`config.mk`:
```
export PLATFORM = sky130hd
export DESIGN_NAME = inst_fetch_queue
export DESIGN_NICKNAME = d
export VERILOG_FILES = /design/src/rtl/inst_fetch_queue.sv
export SDC_FILE = /design/constraint.sdc
export NUM_CORES = 1
export LEC_CHECK = 0
export ABC_AREA = 1
export BUFFER_PORTS_ARGS = -buffer_cell sky130_fd_sc_hd__buf_2
export CAP_MARGIN = 25
export CORE_ASPECT_RATIO = 0.8
export CORE_UTILIZATION = 35
export DETAILED_ROUTE_END_ITERATION = 12
export PLACE_DENSITY = 0.51
export SLEW_MARGIN = 20
export SYNTH_ARGS = -nofsm -noshare
export SYNTH_HDL_FRONTEND = slang
export SYNTH_SLANG_ARGS = --single-unit
```
`constraint.sdc`:
```
create_clock -name clk -period 6.85 [get_ports clk]
set_clock_uncertainty 0.1 [all_clocks]
set_input_delay 0.3425 -clock clk [delete_from_list [all_inputs] [get_ports clk]]
set_output_delay 0.3425 -clock clk [all_outputs]
set_load 0.005 [all_outputs]
```
`src/rtl/inst_fetch_queue.sv`:
```
// Fetch-to-decode instruction queue: circular buffer of {pc, instr, adef} with redirect flush.
// Optional same-cycle empty-queue bypass enabled by defining IFQ_BYPASS_EN.
module inst_fetch_queue #(
    parameter int unsigned DEPTH   = 4,
    parameter int unsigned PC_W    = 32,
    parameter int unsigned INSTR_W = 32
) (
    input  logic                       clk,
    input  logic                       rst,
    input  logic                       flush,
    input  logic                       if_valid,
    output logic                       if_ready,
    input  logic [PC_W-1:0]            if_pc,
    input  logic [INSTR_W-1:0]         if_instr,
    input  logic                       if_adef,
    output logic                       id_valid,
    input  logic                       id_ready,
    output logic [PC_W-1:0]            id_pc,
    output logic [INSTR_W-1:0]         id_instr,
    output logic                       id_adef,
    output logic [$clog2(DEPTH):0]     count
);

    localparam int unsigned PW = $clog2(DEPTH);
    localparam int unsigned CW = PW + 1;

    typedef struct packed {
        logic [PC_W-1:0]    pc;
        logic [INSTR_W-1:0] instr;
        logic               adef;
    } entry_t;

    entry_t          mem [DEPTH];
    logic [PW-1:0]   wr_ptr;
    logic [PW-1:0]   rd_ptr;
    logic            full;
    logic            empty;
    logic            byp;
    logic            push;
    logic            pop;
    entry_t          head;

    assign full     = (count == CW'(DEPTH));
    assign empty    = (count == '0);
    assign if_ready = !full;

    // Bypass hands an incoming word straight to decode while the queue is empty.
`ifdef IFQ_BYPASS_EN
    assign byp = empty & if_valid & !flush;
`else
    assign byp = 1'b0;
`endif

    assign push = if_valid & if_ready & !flush & !(byp & id_ready);
    assign pop  = !empty & id_ready & !flush;

    always_comb begin
        head = mem[rd_ptr];
        if (byp) begin
            head = '{pc: if_pc, instr: if_instr, adef: if_adef};
        end
    end

    assign id_valid = !empty | byp;
    assign id_pc    = head.pc;
    assign id_instr = head.instr;
    assign id_adef  = head.adef;

    // Entries are cleared on reset so the head never drives X into decode.
    always_ff @(posedge clk) begin
        if (rst) begin
            count  <= '0;
            wr_ptr <= '0;
            rd_ptr <= '0;
            for (int unsigned i = 0; i < DEPTH; i++) begin
                mem[i] <= '0;
            end
        end else if (flush) begin
            count  <= '0;
            wr_ptr <= '0;
            rd_ptr <= '0;
        end else begin
            if (push) begin
                mem[wr_ptr] <= '{pc: if_pc, instr: if_instr, adef: if_adef};
                wr_ptr      <= wr_ptr + PW'(1);
            end
            if (pop) begin
                rd_ptr <= rd_ptr + PW'(1);
            end
            count <= count + CW'(push) - CW'(pop);
        end
    end

endmodule
```
# Word level (Yosys, flattened, before mapping)
# Memory sizes are Yosys's and may differ from the RTL's. A register that Yosys moved wholly into a read port is not among the register bits.
# Index checks and enable logic that the tools add are counted.
# totals
input_bits,70
n_memories,1
regBits,7
mem_bits_rw,260
output_inout_bits,70
# classes
n_bitwise,4
eq_ne,1
reduce_logical,6
muxes,11
n_addsub,4
# memory_table
name,depth,word_bits,rd,rd_ports_with_merged_regs,wr,line_no,rtl
mem,4,65,1,1,4,33,entry_t mem [DEPTH];
# ops
operator,n
$mux W65,1
$reduce_or A65 Y1,1
$mux W1,7
$mux W2,3
$add A2 B1 Y2 const B,2
$and A1 B1 Y1,4
$add A3 B1 Y3,1
$eq A3 B3 Y1 const B,1
$logic_not A1 Y1,3
$logic_not A3 Y1,1
$sub A3 B1 Y3,1
$reduce_or A2 Y1,1

# Depth between registers and ports, before layout
# Gate-level depths: netlist of the first run.
# logic_depth
depth_word,10
depth_mapped,10
ltp_nobuf,10

# Least setup slack after synthesis of the first run
# Ideal clock, no wire load.
# synth_path
kind,register to register
startpoint,register wr_ptr[1]
endpoint,memory mem[1][0] (netlist name) (enable)
path_stages_with_launch,5
synth_period_minus_slack_ps,5934
setup_slack_ps,916
n_path_buf,1
t_arrival_ps,5256
cell_sequence,dfxtp_1 > inv_1 > nand2_1 > clkbuf_1 > o21ai_0
# synth_lines
item,line_no,rtl
start: declaration,34,logic [PW-1:0] wr_ptr;
start signal: assignment,85,wr_ptr <= wr_ptr + PW'(1);
end: declaration,33,

==> run_results.csv, run 1 <==
group,metric,value,unit
run_status,status,"completed",
power,peakVddDrop,0.151,mV
min_path,worstHoldPathType,"input pin to flop",
power,swShare,22.2,%
critical_path,end_kind,"output pin",
logic_synthesis,ys_seq_elements,269,
placement,dp_hpwl,15600,µm
critical_path,r2r_setup_slack,3890,ps
power,power_frac_clock,40.1,%
power,p_sw,0.000797,W
global_route,antenna_found_initial,0,
sta,tightestPinTransition,1020,ps
global_route,grt_max_degree,101,
drt,num_vias,7849,
placement,place.gp.congestion,0.706,
clock_network,clock_path_buffers,3,
die,die_w,208,µm
logic_synthesis,ys_warn_count,0,
logic_synthesis,synthCells,1051,
drt,routedWlPerCell,17.9,µm
sta,finalSetupViolations,0,
power,p_per_area,257,nW/µm²
min_path,hold_start,"if_pc[0]",
logic_synthesis,synth_nets,1124,
sta,hold_viol,0,
min_path,hold_end,"mem[3][33]",
global_route,grt_pass1_vias,7833,
placement,dp_cells,1558,
cells_and_area,finalNonFillerCells,1629,
drt,drc,0,
clock_network,cts.clk_slew.worst_paths,60,ps
clock_network,post-cts-setup-buffers,0,
critical_path,crit_arrival,2980,ps
critical_path,worstPathRequired,6410,ps
clock_network,ctsResizeCount,0,
drt,first_pass_iters,5,
critical_path,critPathMaxFanout,66,
power,p_seq_share,53.1,%
sta,max_freq,292,MHz
critical_path,r2r_cells,4,
cells_and_area,drive_above_1_share,23.4,%
clock_network,cts.sinks,269,
drt,drt-total-wl,29100,µm
drt,ant_nets,0,
power,leakage,6.03,nW
die,rows,59,
die,die_y,166,µm
die,design.die.area,34500,µm²
cells_and_area,area_delta_synth_final,18.1,%
drt,viasPerCell,4.82,
die,core,32900,µm²
min_path,whs_path_depth,3,
sta,slew_headroom,31.7,%
clock_network,clk_latency,530,ps
global_route,grt_pass1_wl,45200,µm
power,combPwrFrac,6.8,%
clock_network,cts_max_level,1,
logic_synthesis,yosysTopAreaCellShare,66.0,%
sta,fin_tns_setup,0,ps
cells_and_area,n_antenna_cell,0,
cells_and_area,final.fill_count,3182,
critical_path,crit_type,"flop to output pin",
sta,fin_crit,3420,ps
sta,slew_viol_final,0,
critical_path,critPathLaunchType,"flop",
drt,drt_iter0_markers,529,
flow_run,cap_violations,0,
critical_path,r2r_end,"mem[0][37]",
logic_synthesis,yosysSeqAreaShare,67.5,%
die,initial_utilization,35.9,%
logic_synthesis,syn_area_per_cell,11.3,µm²
die,ios,140,
clock_network,clockRootBuffer,"clkbuf_16",
global_route,grt_util_all_layers,16.7,%
sta,rsz0062_at_grt,"no",
clock_network,tritoncts,"built",
logic_synthesis,netlist_area,11800,µm²
logic_synthesis,synth_cell_types,24,
cells_and_area,nets,1256,
global_route,overflow,0,
logic_synthesis,synth_largest_area_cell,"edfxtp_1",
clock_network,cts_buffers,28,
critical_path,r2r_start,"wr_ptr[1]",
sta,finalCritPeriodShare,49.9,%
power,internal-power,0.00279,W
logic_synthesis,synth_area_leaders,"edfxtp_1 (66%), nor2_1 (9.6%), o21ai_0 (5.6%), nand2_4 (4.0%), o22ai_1 (3.4%)",
placement,io_buffers,139,
## worst max-delay path by stage
stage | endpoint | depth (start not counted) | slack (ps) | from
final | id_instr[5] | 6 | 3430 | flop
after global routing | id_instr[5] | 6 | 3210 | flop
after global placement | mem[0][28] | 4 | 3850 | wr_ptr[1]
after CTS | id_instr[5] | 5 | 3360 | flop
after floorplan | mem[1][0] | 4 | 920 | wr_ptr[1]
after detailed placement | mem[0][25] | 4 | 3790 | wr_ptr[1]
## logic make-up (layout without fill, tap and decap cells)
group	Yosys count	after routing	share of synthesized area [%]
XOR/XNOR	1	1	0.0741
buffers and inverters	153	304	5.73
AND/OR/NAND/NOR	424	424	17.1
flip-flops	269	269	67.5
adder cells (fa/ha/maj)	3	3	0.381
AO/OA/AOI/OAI	201	201	9.19
## cell usage in the layout (no fill, tap or decap)
master / count
clkbuf_1: 5
o21ai_0: 130
nand2_1: 35
edfxtp_1: 260
o21ai_4: 3
nor2_1: 301
dfxtp_1: 7
a21oi_1: 3
dlygate4sd3_1: 20
clkinv_8: 1
xor2_1: 1
inv_2: 1
nand3b_1: 1
nor2_4: 2
inv_1: 80
clkbuf_8: 3
clkinv_2: 5
nand2_4: 45
nand4_1: 1
buf_2: 139
ha_1: 2
nand3_1: 3
inv_4: 1
dfxtp_4: 1
fa_1: 1
buf_16: 2
nand2_2: 2
dfxtp_2: 1
clkinv_1: 6
buf_4: 11
nor2_2: 34
o22ai_1: 65
clkbuf_16: 30
## per-stage QoR
stage | worst slack (ps) | total power (W) | hold slack [ps] | utilization [%] | area, µm²
2_1_floorplan | 916 | 0.00207 | 362 | - | 11800
3_3_place_gp | 3850 | 0.00218 | 374 | 39.0 | 12800
3_5_place_dp | 3790 | 0.00218 | 382 | 39.0 | 12800
4_1_cts | 3360 | 0.00362 | 0.302 | 42.2 | 13900
5_1_grt | 3210 | 0.00371 | 0.863 | 42.4 | 14000
6_report | 3430 | 0.00358 | 16.8 | 42.4 | 14000
## sequential cells by signal, summed over array words and instances (netlist names), named ones only
| register | flops |
|---|---|
| mem | 260 |
| count | 3 |
| rd_ptr | 2 |
| wr_ptr | 2 |
## cell usage after synthesis
cell type  number
nor2_2         34
clkbuf_1       48
nand3_1         3
a21oi_1         3
ha_1            2
buf_6           1
nand2_1        38
nand2_4        42
edfxtp_1      260
buf_8           1
fa_1            1
inv_2           1
nand4_1         1
nor2_1        301
nor2_4          2
xor2_1          1
buf_2          16
inv_1          82
o21ai_0       133
nand3b_1        1
o22ai_1        65
buf_12          4
nand2_2         2
dfxtp_1         9
## power groups by stage
stage / clock [W] / combinational, W / sequential, W
global route: 0.00153 / 0.000272 / 0.00191
CTS: 0.00147 / 0.000250 / 0.00190
detailed placement: 0 / 0.000241 / 0.00194
global placement: 0 / 0.000240 / 0.00194
floorplan: 0 / 0.000125 / 0.00194
finish: 0.00144 / 0.000245 / 0.00190
## metal layers
layer | global-route usage (%) | part of all wire [%] | vias up
met3 | 2.96 | 4.8 | 31
li1 | - | - | 3844
met4 | 3.08 | 1.4 | 0
met1 | 23.8 | 47 | 3806
met5 | 0 | 0 | -
met2 | 27.0 | 46 | 168
## area by class of cell
cell class | instances | area (µm²) | share of cell area (%)
Multi-Input combinational cell | 629 | 3220 | 23.1
Inverter | 83 | 315 | 2.26
Clock inverter | 11 | 58.8 | 0.421
Timing Repair Buffer | 172 | 1030 | 7.40
Tap cell | 427 | 534 | 3.83
Clock buffer | 38 | 811 | 5.81
Sequential cell | 269 | 7990 | 57.2
## worst max-delay path, cell delays in order (launching register included)
cell,delay [ps]
dfxtp_2,310
buf_4,350
inv_2,460
buf_4,550
o21ai_0,180
o22ai_1,360
buf_2,190
## repair_timing
action | in CTS | in global routing
endpoints found under the setup margin | 0 | 0
hold buffers | 20 | 0
endpoints found under the hold margin | 20 | 0
(Power assumes the default switching activity.)
==> inputs of run 2 (changes only) <==
--- a/config.mk
+++ b/config.mk
@@ -11,7 +11,7 @@
 export CORE_ASPECT_RATIO = 0.8
 export CORE_UTILIZATION = 35
 export DETAILED_ROUTE_END_ITERATION = 12
-export PLACE_DENSITY = 0.51
+export PLACE_DENSITY = 0.53
 export SLEW_MARGIN = 20
 export SYNTH_ARGS = -nofsm -noshare
 export SYNTH_HDL_FRONTEND = slang
==> constraint.sdc (replaced) <==
create_clock -name clk -period 2.74 [get_ports clk]
set_clock_uncertainty 0.1 [all_clocks]
set_input_delay 0.137 -clock clk [delete_from_list [all_inputs] [get_ports clk]]
set_output_delay 0.137 -clock clk [all_outputs]
set_load 0.005 [all_outputs]
==> run_results.csv, run 2 (same netlist as run 1, synthesis figures left out) <==
group,metric,value,unit
cells_and_area,regArea,7990,µm²
clock_network,cts_max_level,1,
sta,max_freq,432,MHz
cells_and_area,drive_above_1_share,22.7,%
critical_path,end_kind,"output pin",
placement,dp_cells,1570,
critical_path,path_cells,"inv_4, buf_4, o21ai_0, o22ai_1, buf_2",
critical_path,worstPathRequired,2500,ps
global_route,antenna_found_initial,1,
global_route,grt_pass1_wl,46500,µm
clock_network,cts.sinks,269,
global_route,overflow,0,
critical_path,cp_slowest_cell,"dfxtp_4",
power,peakVddDrop,0.536,mV
cells_and_area,reg_top3,"mem: 260 flops, count: 3 flops",
cells_and_area,multi_input_comb_area,3220,µm²
cells_and_area,final_util,44.3,%
critical_path,r2r_cells,10,
run_status,status,"completed",
clock_network,clk_latency,540,ps
die,core,32900,µm²
cells_and_area,mostFrequentLayoutCell,"nor2_1",
drt,drc,0,
min_path,hold_end,"mem[3][32]",
die,ios,140,
clock_network,cts_buffers,28,
clock_network,clock_path_buffers,3,
power,power.total,0.00891,W
power,leakage,6.28,nW
min_path,worstHoldPathType,"input pin to flop",
sta,rsz0062_at_grt,"no",
drt,viasPerCell,4.76,
power,p_per_area,611,nW/µm²
placement,io_buffers,139,
die,die_y,166,µm
placement,dp_hpwl,16200,µm
clock_network,ctsResizeCount,0,
cells_and_area,largest_register_ff_count,260,
global_route,grt_max_degree,131,
critical_path,cpPeakStageDelay,360,ps
min_path,hold_start,"if_instr[31]",
clock_network,post-cts-setup-buffers,0,
critical_path,r2r_end,"count[2]",
clock_network,tritoncts,"built",
global_route,grt_util_all_layers,17.3,%
critical_path,r2r_start,"count[1]",
sta,whs,324,ps
sta,slew_headroom,32.4,%
die,die_w,208,µm
critical_path,critPathBufInv,3,
drt,routedWlPerCell,17.5,µm
critical_path,crit_type,"flop to output pin",
drt,first_pass_iters,5,
cells_and_area,final.fill_count,3099,
critical_path,critPathMaxFanout,31,
min_path,whs_path_depth,4,
cells_and_area,largest_register,"mem",
clock_network,cts.clk_slew.worst_paths,60,ps
sta,finalSetupViolations,0,
die,rows,59,
cells_and_area,layout_common_cells,"nor2_1 (301), edfxtp_1 (260), buf_2 (139), o21ai_0 (130), inv_1 (80)",
critical_path,crit_arrival,2080,ps
die,design.die.area,34500,µm²
sta,hold_viol,0,
drt,num_vias,8042,
sta,finalCritPeriodShare,84.4,%
drt,drt_iter0_markers,420,
clock_network,cts_hold_buf,70,
sta,fin_tns_setup,0,ps
clock_network,clockRootBuffer,"clkbuf_16",
sta,slew_viol_final,0,
cells_and_area,nets,1316,
die,initial_utilization,35.9,%
critical_path,cpLargestDelayFamily,"buffers and inverters",
critical_path,critPathLaunchType,"flop",
cells_and_area,area_delta_synth_final,23.3,%
cells_and_area,finalNonFillerCells,1691,
critical_path,r2r_setup_slack,640,ps
placement,place.gp.congestion,0.738,
sta,fin_crit,2310,ps
sta,tightestPinTransition,1010,ps
drt,drt-total-wl,29700,µm
flow_run,cap_violations,0,
global_route,grt_pass1_vias,8082,
drt,ant_nets,0,
[run 2: changes by cell type in the layout (fill, tap and decap cells not counted)]
cell           change
buf_16             -2
dlygate4sd3_1     +50
inv_2              +1
diode_2            +1
clkbuf_16          -1
clkbuf_1           +9
buf_12            +11
buf_4              +1
clkbuf_8           -3
clkinv_8           -1
clkinv_1           -4
[run 2: power by group]
| group | leakage [nW] | switching [W] | internal [W] |
|---|---|---|---|
| Clock | 0.397 | 0.00153 | 0.00194 |
| Combinational | 3.10 | 0.000421 | 0.000271 |
| Sequential | 2.79 | 0.0000451 | 0.00470 |
[run 2: routing by layer]
metal	global-route usage, %	up-vias	share of wire [%]
li1	-	3958	-
met1	23.1	3887	46
met2	29.4	167	48
met3	3.38	30	4.6
met4	3.28	0	1.3
met5	0	-	0
[run 2: worst min-delay path: stages]
cell,delay [ps]
dlygate4sd3_1,520
buf_2,120
nand2_4,60
inv_1,40
[run 2: area by class of cell]
cell class              count  area share [%]
inverters                  83            2.15
multi-input cells         629            22.1
clock buffers              43            5.34
diodes                      1          0.0172
clock inverters             7           0.223
repair buffers            232            11.7
flip-flops and latches    269            54.8
well taps                 427            3.66
[run 2: per-stage QoR]
step	setup slack, ps	area, µm²
2_1_floorplan	187	11900
3_3_place_gp	667	13100
3_5_place_dp	646	13100
4_1_cts	387	14600
5_1_grt	285	14600
6_report	426	14600
[run 2: worst max path at each step]
stage                     startpoint           end  slack [ps]  cells past startpoint
after global routing            flop  id_instr[11]         280                      5
after detailed placement    count[1]      count[2]         650                     10
after CTS                       flop     id_pc[31]         390                      4
after global placement      count[1]      count[2]         670                     10
after floorplan             count[1]     mem[3][0]         190                      4
final                           flop  id_instr[11]         430                      5
